File: src/rtl/sub_seq_ctrl.sv
// Sequencing controller for the shared subtractor: one-pass SUB, and DIV/MOD by
// repeated subtraction of the latched divisor from a running remainder.
module sub_seq_ctrl #(
  parameter int unsigned WIDTH = 8
) (
  input  logic             clk_i,
  input  logic             rst_i,
  input  logic             start_i,
  input  logic [1:0]       op_i,
  input  logic [WIDTH-1:0] a_i,
  input  logic [WIDTH-1:0] b_i,
  output logic [WIDTH-1:0] sub_a_o,
  output logic [WIDTH-1:0] sub_b_o,
  input  logic [WIDTH-1:0] sub_out_i,
  input  logic             sub_err_i,
  output logic             busy_o,
  output logic             done_o,
  output logic [WIDTH-1:0] result_o,
  output logic [WIDTH-1:0] rem_o,
  output logic             err_o
);

  typedef enum logic [1:0] {StIdle, StRun, StDone} state_e;

  localparam logic [1:0] OpSub = 2'b00;
  localparam logic [1:0] OpDiv = 2'b01;
  localparam logic [1:0] OpMod = 2'b10;

  state_e           state_q, state_d;
  logic [1:0]       op_q, op_d;
  logic [WIDTH-1:0] a_q, a_d;
  logic [WIDTH-1:0] b_q, b_d;
  logic [WIDTH-1:0] acc_q, acc_d;
  logic [WIDTH-1:0] q_q, q_d;
  logic [WIDTH-1:0] result_q, result_d;
  logic [WIDTH-1:0] rem_q, rem_d;
  logic             err_q, err_d;

  always_ff @(posedge clk_i or posedge rst_i) begin
    if (rst_i) begin
      state_q  <= StIdle;
      op_q     <= '0;
      a_q      <= '0;
      b_q      <= '0;
      acc_q    <= '0;
      q_q      <= '0;
      result_q <= '0;
      rem_q    <= '0;
      err_q    <= 1'b0;
    end else begin
      state_q  <= state_d;
      op_q     <= op_d;
      a_q      <= a_d;
      b_q      <= b_d;
      acc_q    <= acc_d;
      q_q      <= q_d;
      result_q <= result_d;
      rem_q    <= rem_d;
      err_q    <= err_d;
    end
  end

  always_comb begin
    state_d  = state_q;
    op_d     = op_q;
    a_d      = a_q;
    b_d      = b_q;
    acc_d    = acc_q;
    q_d      = q_q;
    result_d = result_q;
    rem_d    = rem_q;
    err_d    = err_q;

    case (state_q)
      StIdle: begin
        if (start_i) begin
          op_d    = op_i;
          a_d     = a_i;
          b_d     = b_i;
          acc_d   = a_i;
          q_d     = '0;
          state_d = StRun;
        end
      end

      StRun: begin
        case (op_q)
          OpSub: begin
            result_d = sub_err_i ? '0 : sub_out_i;
            rem_d    = '0;
            err_d    = sub_err_i;
            state_d  = StDone;
          end
          OpDiv, OpMod: begin
            if (b_q == '0) begin
              err_d    = 1'b1;
              result_d = '0;
              rem_d    = a_q;
              state_d  = StDone;
            end else if (sub_err_i) begin
              // Borrow means acc < divisor: acc is the remainder, q the quotient.
              result_d = (op_q == OpDiv) ? q_q : acc_q;
              rem_d    = acc_q;
              err_d    = 1'b0;
              state_d  = StDone;
            end else begin
              acc_d = sub_out_i;
              q_d   = q_q + 1'b1;
            end
          end
          default: begin
            err_d    = 1'b1;
            result_d = '0;
            rem_d    = '0;
            state_d  = StDone;
          end
        endcase
      end

      StDone:  state_d = StIdle;
      default: state_d = StIdle;
    endcase
  end

  assign sub_a_o  = acc_q;
  assign sub_b_o  = b_q;
  assign busy_o   = (state_q != StIdle);
  assign done_o   = (state_q == StDone);
  assign result_o = result_q;
  assign rem_o    = rem_q;
  assign err_o    = err_q;

endmodule

File: config.mk
export PLATFORM = sky130hd
export DESIGN_NAME = sub_seq_ctrl
export DESIGN_NICKNAME = d
export VERILOG_FILES = /design/src/rtl/sub_seq_ctrl.sv
export SDC_FILE = /design/constraint.sdc
export NUM_CORES = 1
export LEC_CHECK = 0
export CORE_UTILIZATION = 49
export CTS_CLUSTER_DIAMETER = 60
export DETAILED_ROUTE_END_ITERATION = 8
export GPL_TIMING_DRIVEN = 0
export HOLD_SLACK_MARGIN = 0.12
export PLACE_DENSITY = 0.81
export SKIP_CTS_REPAIR_TIMING = 1
export SLEW_MARGIN = 20
export SYNTH_ARGS = -nofsm -noshare
export SYNTH_HDL_FRONTEND = slang
export SYNTH_SLANG_ARGS = --single-unit
export TNS_END_PERCENT = 1
File: constraint.sdc
create_clock -name clk_i -period 2.3 [get_ports clk_i]
set_clock_uncertainty 0.2 [all_clocks]
set_input_delay 0.23 -clock clk_i [delete_from_list [all_inputs] [get_ports clk_i]]
set_output_delay 0.23 -clock clk_i [all_outputs]
set_load 0.02 [all_outputs]
After elaboration in Yosys (flattened, before gate mapping)
Index checks and enable logic that the tools add are counted.
{ "classes": {"add_sub_neg": 1, "eq_ne": 10, "mux": 26, "n_reduce_logical": 10} }
{ "op_table": {"columns": ["cell", "n"], "rows": [
  ["two-way mux 8 bit", 15],
  ["one-hot mux 8 bit (2 select lines)", 3],
  ["adder 8 x 1 -> 8 bit, second input constant", 1],
  ["logical NOT 8 bit", 1],
  ["two-way mux 2 bit", 4],
  ["!= test 2 bit, second input constant", 4],
  ["AND reduction 2 bit", 3],
  ["AND reduction 5 bit", 1],
  ["equality test 2 x 1 -> 1 bit, second input constant", 2],
  ["equality test 2 bit, second input constant", 2],
  ["logical NOT 2 bit", 2],
  ["!= test 4 bit, second input constant", 1],
  ["one-hot mux 2 bit (2 select lines)", 1],
  ["nonzero test 2 bit", 2],
  ["!= test 3 bit, second input constant", 1],
  ["two-way mux 1 bit", 2],
  ["one-hot mux 1 bit (2 select lines)", 1],
  ["OR reduction 2 bit", 1]
]} }
{ "totals": {"register_bits": 53, "inputBits": 30} }

Longest topological paths before layout
{ "logic_depth": {"depth_word": 5, "ltp_mapped": 8} }

Worst setup path before layout
Ideal clock, no wire load.
{ "synth_path": {"kind": "flip-flop to flip-flop", "start": "reg op_q[0]", "end": "reg q_q[4]", "setup_ns": 0.082, "arrival_ns": 1.693, "required_ns": 2.018, "path_slack_ns": 0.325, "stages_incl_launch_ff": 9, "synth_period_minus_slack_ns": 1.975, "path_cell_list": "dfrtp_1 > inv_1 > ha_1 > nand3b_1 > a211oi_1 > buf_2 > buf_4 > a21oi_1 > a31oi_1"} }
{ "synth_via": {"elab_chain_len": 4, "elab_cells_between_ends": 5, "cone_classes": "3 x eq/ne; 2 x reduce/logical"} }
{ "synth_lines": {"columns": ["element", "line", "text"], "rows": [
  ["start, declared", "30", "logic [1:0] op_q, op_d;"],
  ["start signal, assigned", "52", "op_q <= op_d;"],
  ["equality test 2 x 1 -> 1 bit or equality test 2 bit (tied branches)", "87", "case (op_q)"],
  ["OR reduction 2 bit *", "87", null],
  ["!= test 2 bit (no source line) *", null, null],
  ["AND reduction 5 bit (no source line) *", null, null],
  ["end signal, assigned", "56", "q_q <= q_d;"],
  ["end, declared", "34", "logic [WIDTH-1:0] q_q, q_d;"]
]} }
Mark *: on every way between the ends. The rest lies on a longest branch, timed or not.
A chain may end at the register's enable or synchronous reset.

Worst setup path after layout
Same ends and word-level chain as after synthesis.

==> results_dict.tcl <==
set metrics [dict create \
    status "completed" \
    wl_per_cell_um 16.70 \
    grt_pass1_vias 1864 \
    post-route-min-period_ns 2.186 \
    slew_headroom_pct 56.60 \
    dieArea_um2 5639 \
    cellLeakagePower_uw 0.001503 \
    ir_worst_vdd_uv 842.9 \
    crit_type "flip-flop to flip-flop" \
    final_max_slew_viol_count 0 \
    rows 26 \
    h-tree-depth 2 \
    yosysUniqueCellTypes 41 \
    startpoint_type "flip-flop" \
    synth_flop_cell "dfrtp_1" \
    syn_nets 242 \
    dieWidth_um 75.09 \
    grt_usage_pct 22.29 \
    num_vias 1944 \
    routed_via_density 5.538 \
    ant_nets 0 \
    cp.arrival_ns 2.22 \
    die_h_um 75.09 \
    syn_inst 207 \
    initial_core_util_pct 50.93 \
    drive_gt1_share_pct 21.71 \
    crit_required_ns 2.33 \
    hold_viol 0 \
    num_io_pins 65 \
    cap_violations 0 \
    tritoncts "yes" \
    nFillCells 420 \
    final.setup.tns_ns 0 \
    worst_setup_path_end_kind "flip-flop" \
    nets 315 \
    first_iter_violations 109 \
    synthArstFlopShare_pct 100.0 \
    firstDrtPassIters 4 \
    ys_ff_latch 53 \
    antenna_cells_inserted 0 \
    clockRootBuffer "clkbuf_8" \
    syn_to_final_growth_pct 33.70 \
    hold_class "input port to flip-flop" \
    total_power_uw 4971 \
    gp_congestion 0.8800 \
    clk_pin_slew_worst_paths_ns 0.10 \
    numClockSinks 53 \
    period_share_pct 95.06 \
    synth_area_um2 2618 \
    max_freq_mhz 457.4 \
    grt_max_degree 33 \
    tightest_slew_ns 0.6510 \
    dp_slack_ns 0.04043 \
    critPathMaxFanout 10 \
    syn_area_per_cell_um2 12.64 \
    setup_violations 0 \
    cts_buffers 5 \
    core_um2 5140 \
    port_buffers 64 \
    p_per_area_nw_per_um2 1420 \
    layout_common_cells "clkdlybuf4s50_1 (64), dfrtp_1 (53), mux2_2 (25), mux2i_1 (16), a21oi_1 (11)" \
    drt-total-wl_mm 5.860 \
    grt_setup_unrepaired "false" \
    drc 0 \
    ys_warn_count 0 \
    synth-edff-count 0 \
    setup_ws_ns 0.1136 \
    finalInstanceArea_um2 3500 \
    seq_area_frac_synth_pct 50.67 \
    dp_hpwl_mm 4.305 \
    cts_max_path_buffers 2 \
    antenna_found_initial 0 \
    final_common_cell "clkdlybuf4s50_1" \
    gr-total-overflow 0 \
    insertion_delay_ns 0.31 \
    grt_first_pass_wirelength_mm 9.280 \
    place_area_um2 3366 \
]
Yosys cell counts, drive strengths merged (2+ instances only):
cell	count	area [µm²]
nor2b	2	12.51
mux2	34	416.7
inv	8	37.53
o2bb2ai	8	70.07
a21oi	11	55.05
nor3b	2	15.01
buf	9	52.55
a22o	8	70.07
nand2b	2	12.51
nor4	2	42.54
and3	3	18.77
mux2i	16	160.2
nand2	8	30.03
a31oi	3	18.77
nor3	8	40.04
nor2	3	16.26
o21ai	7	46.29
nand3	2	10.01
a221o	2	20.02
dfrtp	53	1326
ha	5	62.56
power breakdown:
group | total [µW] | internal [µW] | leakage (µW) | switching (µW)
clock network | 635 | 327 | 0.0000554 | 308
logic | 2650 | 1380 | 0.000790 | 1270
registers | 1690 | 1330 | 0.000658 | 352
total | 4970 | 3040 | 0.00150 | 1930
logic make-up after synthesis:
| group | after synthesis | synth area share, % |
|---|---|---|
| DFF | 53 | 50.67 |
| muxes | 50 | 22.04 |
| AOI/OAI and AO/OA | 44 | 12.24 |
| and+or+nand+nor | 37 | 8.891 |
| buffers and inverters | 17 | 3.441 |
| adders and majority gates | 5 | 2.390 |
| xor gates and xnor gates | 1 | 0.3347 |
stage by stage:
stage / util, % / hold slack (ns) / std cells
floorplan: - / 0.1468 / 207
global placement: 65.09 / 0.2775 / 341
detailed placement: 65.48 / 0.2762 / 342
CTS: 67.65 / 0.05899 / 350
global route: 68.09 / 0.2968 / 351
finish: 68.09 / 0.2810 / 351
flip-flops by register name, summed over array words and instances (netlist names):
register,cells
sub_a_o,8
err_o,1
rem_o,8
result_o,8
sub_b_o,8
op_q,2
a_q,8
q_q,8
state_q,2
worst paths after layout:
path                       startpoint          end  slack [ns]  depth (start not counted)
setup reg to reg              op_q[0]       q_q[4]        0.11                          8
max in group asynchronous       rst_i  result_o[3]        0.76                          4
hold reg to reg              rem_o[6]     rem_o[6]        0.31                          1
setup / recovery              op_q[0]       q_q[4]        0.11                          8
hold / removal                op_i[0]      op_q[0]        0.28                          3
min in group asynchronous       rst_i     rem_o[1]        0.61                          3
worst max-delay path: stages, from the launching register on:
cell      delay [ns]
dfrtp_1         0.42
inv_1           0.07
ha_1            0.34
nand3b_1        0.13
a211oi_2        0.28
clkbuf_4        0.25
buf_4           0.20
a21oi_1         0.08
a31oi_1         0.14
final cells by class:
| type | instances | area [µm²] | share of cell area (%) |
|---|---|---|---|
| sequential | 53 | 1326 | 37.90 |
| tap | 70 | 87.58 | 2.503 |
| multi-input combinational | 137 | 1211 | 34.61 |
| clock inverter | 2 | 38.79 | 1.108 |
| timing repair buffer | 66 | 670.6 | 19.16 |
| clock buffer | 6 | 72.57 | 2.074 |
| inverter | 8 | 37.54 | 1.073 |
| buffer | 9 | 55.05 | 1.573 |
per-layer routing:
metal  up-vias  global-route usage (%)  share of wire (%)
met5         -                       0                  0
met2        70                   34.63                 47
met4         0                   7.757                1.5
met3         8                   5.087                5.2
li1        917                       -                  -
met1       949                   30.82                 46
(Power assumes the default switching activity.)
==> edit: new RTL, same flow settings <==
Set the parameter `WIDTH` to 10 (it was 8).
--- a/src/rtl/sub_seq_ctrl.sv
+++ b/src/rtl/sub_seq_ctrl.sv
@@ -1,7 +1,7 @@
 // Sequencing controller for the shared subtractor: one-pass SUB, and DIV/MOD by
 // repeated subtraction of the latched divisor from a running remainder.
 module sub_seq_ctrl #(
-  parameter int unsigned WIDTH = 8
+  parameter int unsigned WIDTH = 10
 ) (
   input  logic             clk_i,
   input  logic             rst_i,
Interface: changed (7 resized); port bits go from 65 to 79. No check against the original RTL was run, so the function may have changed too.
==> edit against the unedited design <==
Area after synthesis grew 25%. Sequential cell count grew 12. Critical path depth fell by 2. Count of clock-buffer cells in the layout rose by 8. Non-clock buffer count is 24 higher. Wire length is 42% higher. Power rose by 26%. First-iteration DRC count grew to 2.7 times the old value. Global-route usage grew 3.1 points. Design area is 25% higher. Via count up 36%. Setup slack improved by 0.032 ns. Critical path type unchanged. Critical endpoint is now result_o[1].
==> edit: results (changes against the unedited design) <==
* Clk slew on worst S/H paths at 0.06 ns (-0.04 ns)
* Area taken by flip-flops and latches at 1627 µm² (+23%)
* Seq/Total Area, Yosys at 49.73% (-0.94 points)
* Buffers, non-clock at 99 (+32%)
* Final Routed Wirelength at 8349 µm (+42%)
* Starting DRC count in detailed routing at 294 (+170%)
* Result of the run: completed
* Launch point of the critical path: op_q[1]
* I/O Buffers at 78 (+22%)
* Pre-CTS setup slack at -0.1291 ns (-0.1696 ns)
* CTS H-tree lvls at 3 (+1)
* Fraction of area in multi-input gates at 34.51% (-0.095 points)
* Worst-case reg-to-reg path depth at 6 (-2)
* Post-route cell area at 4383 µm² (+25%)
* Leading post-synthesis cells by instance count: sky130_fd_sc_hd__dfrtp_1, sky130_fd_sc_hd__nand2_1, sky130_fd_sc_hd__o21ai_0
* Number of inserted filler cells in the final layout at 468 (+11%)
* Comb_multi_in at 192 (+40%)
* Signal inverters at 11 (+3)
* Hold path endpoint: op_q[1]
* Worst Path Max Fanout at 10 (unchanged)
* Hold path startpoint: op_i[1]
* Post-synth net total at 326 (+35%)
* Setup slack after layout at 0.1454 ns (+0.03177 ns)
* Vias in the first global route at 2703 (+45%)
* Worst Setup EP: result_o[1]
* Fraction of final layout cells with drive strength greater than 1 at 16.45% (-5.3 points)
* Post-synthesis instance area at 3271 µm² (+25%)
* Post-place instance area at 4178 µm² (+24%)
* Worst reg-to-reg setup slack at 0.15 ns (+0.03 ns)
* Clock buffers and inverters, area share at 3.997% (+0.81 points)
* Portion of the layout cell area used by non-clock buffers at 21.18% (+0.45 points)
* Clock Latency Late Sink at 0.34 ns (+0.03 ns)
* DPL Wire Length at 6005 µm (+39%)
* Leak at 1.844 nW (+23%)
* Num sequential at 65 (+23%)
* Mean post-synth cell area at 11.44 µm² (-9.6%)
* DP Cell Count at 442 (+29%)
* Cell type of the slowest stage on the worst timing path: sky130_fd_sc_hd__clkbuf_1
* # clk buffers at 14 (+8)
* Total vias in the final route at 2643 (+36%)
* Most area-consuming cells after synthesis: sky130_fd_sc_hd__dfrtp_1, sky130_fd_sc_hd__mux2_2, sky130_fd_sc_hd__mux2i_1
* Hold Slack at 0.2502 ns (-0.03080 ns)
* Slew @ Worst Pin at 0.8335 ns (+0.1825 ns)
* Number of distinct standard cells referenced by the synthesized netlist at 41 (unchanged)
* Pin count of the biggest net entering global routing at 53 (+61%)
* Average wire per standard cell at 18.15 µm (+8.7%)
* Number of cells on the worst hold path at 3 (unchanged)
* Highest cell delay on the worst timing path at 0.57 ns (+0.15 ns)
* Clock buffer count from CTS at 9 (+4)
* Worst vdd ir at 0.0008071 V (-4.2%)
* First-pass GRT wire length at 13840 µm (+49%)
* Global placer's final weighted congestion at 0.9676 (+10%)
* Combined global-route utilization of all metal layers at 25.37% (+3.1 points)
* Post-layout net count at 418 (+33%)
* Start of the worst register-to-register path: op_q[1]
edit: changes by cell type in the layout (fill, tap and decap cells not counted), moves of 8 or more:
cell,delta
sky130_fd_sc_hd__a21oi_1,-10
sky130_fd_sc_hd__a31oi_4,+10
sky130_fd_sc_hd__clkbuf_1,+8
sky130_fd_sc_hd__clkdlybuf4s50_1,+14
sky130_fd_sc_hd__dfrtp_1,+12
sky130_fd_sc_hd__mux2_4,-9
sky130_fd_sc_hd__nand2_1,+29
sky130_fd_sc_hd__nor3_1,+8
sky130_fd_sc_hd__o21ai_0,+17
edit: worst max-delay path: cells and delay by family (launching register included):
| kind | cells | cell delay (ns) |
|---|---|---|
| buf+inv | 2 | 0.67 |
| compound gates | 2 | 0.39 |
| flops | 1 | 0.38 |
| mux | 1 | 0.25 |
| fa+ha+maj | 1 | 0.15 |
edit: layer usage:
metal	vias up	track usage [%]	share of wire, %
li1	1222	-	-
met1	1299	35.07	44
met2	112	39.99	49
met3	10	3.759	6.0
met4	0	10.79	1.5
met5	-	0	0
edit: kinds of logic after synthesis:
| group | after synthesis | synth area share [%] |
|---|---|---|
| AND/OR/NAND/NOR | 77 | 11.94 |
| AO/OA/AOI/OAI | 69 | 18.90 |
| flip-flops | 65 | 49.73 |
| multiplexers | 41 | 13.35 |
| buffers and inverters | 29 | 4.284 |
| adder cells (fa/ha/maj) | 4 | 1.530 |
| XOR/XNOR | 1 | 0.2678 |
edit: where the power goes:
group | switching [mW] | total, mW | internal [mW]
Combinational | 1.78 | 3.36 | 1.58
Sequential | 0.430 | 2.05 | 1.62
Clock | 0.425 | 0.875 | 0.450
Total | 2.64 | 6.29 | 3.65
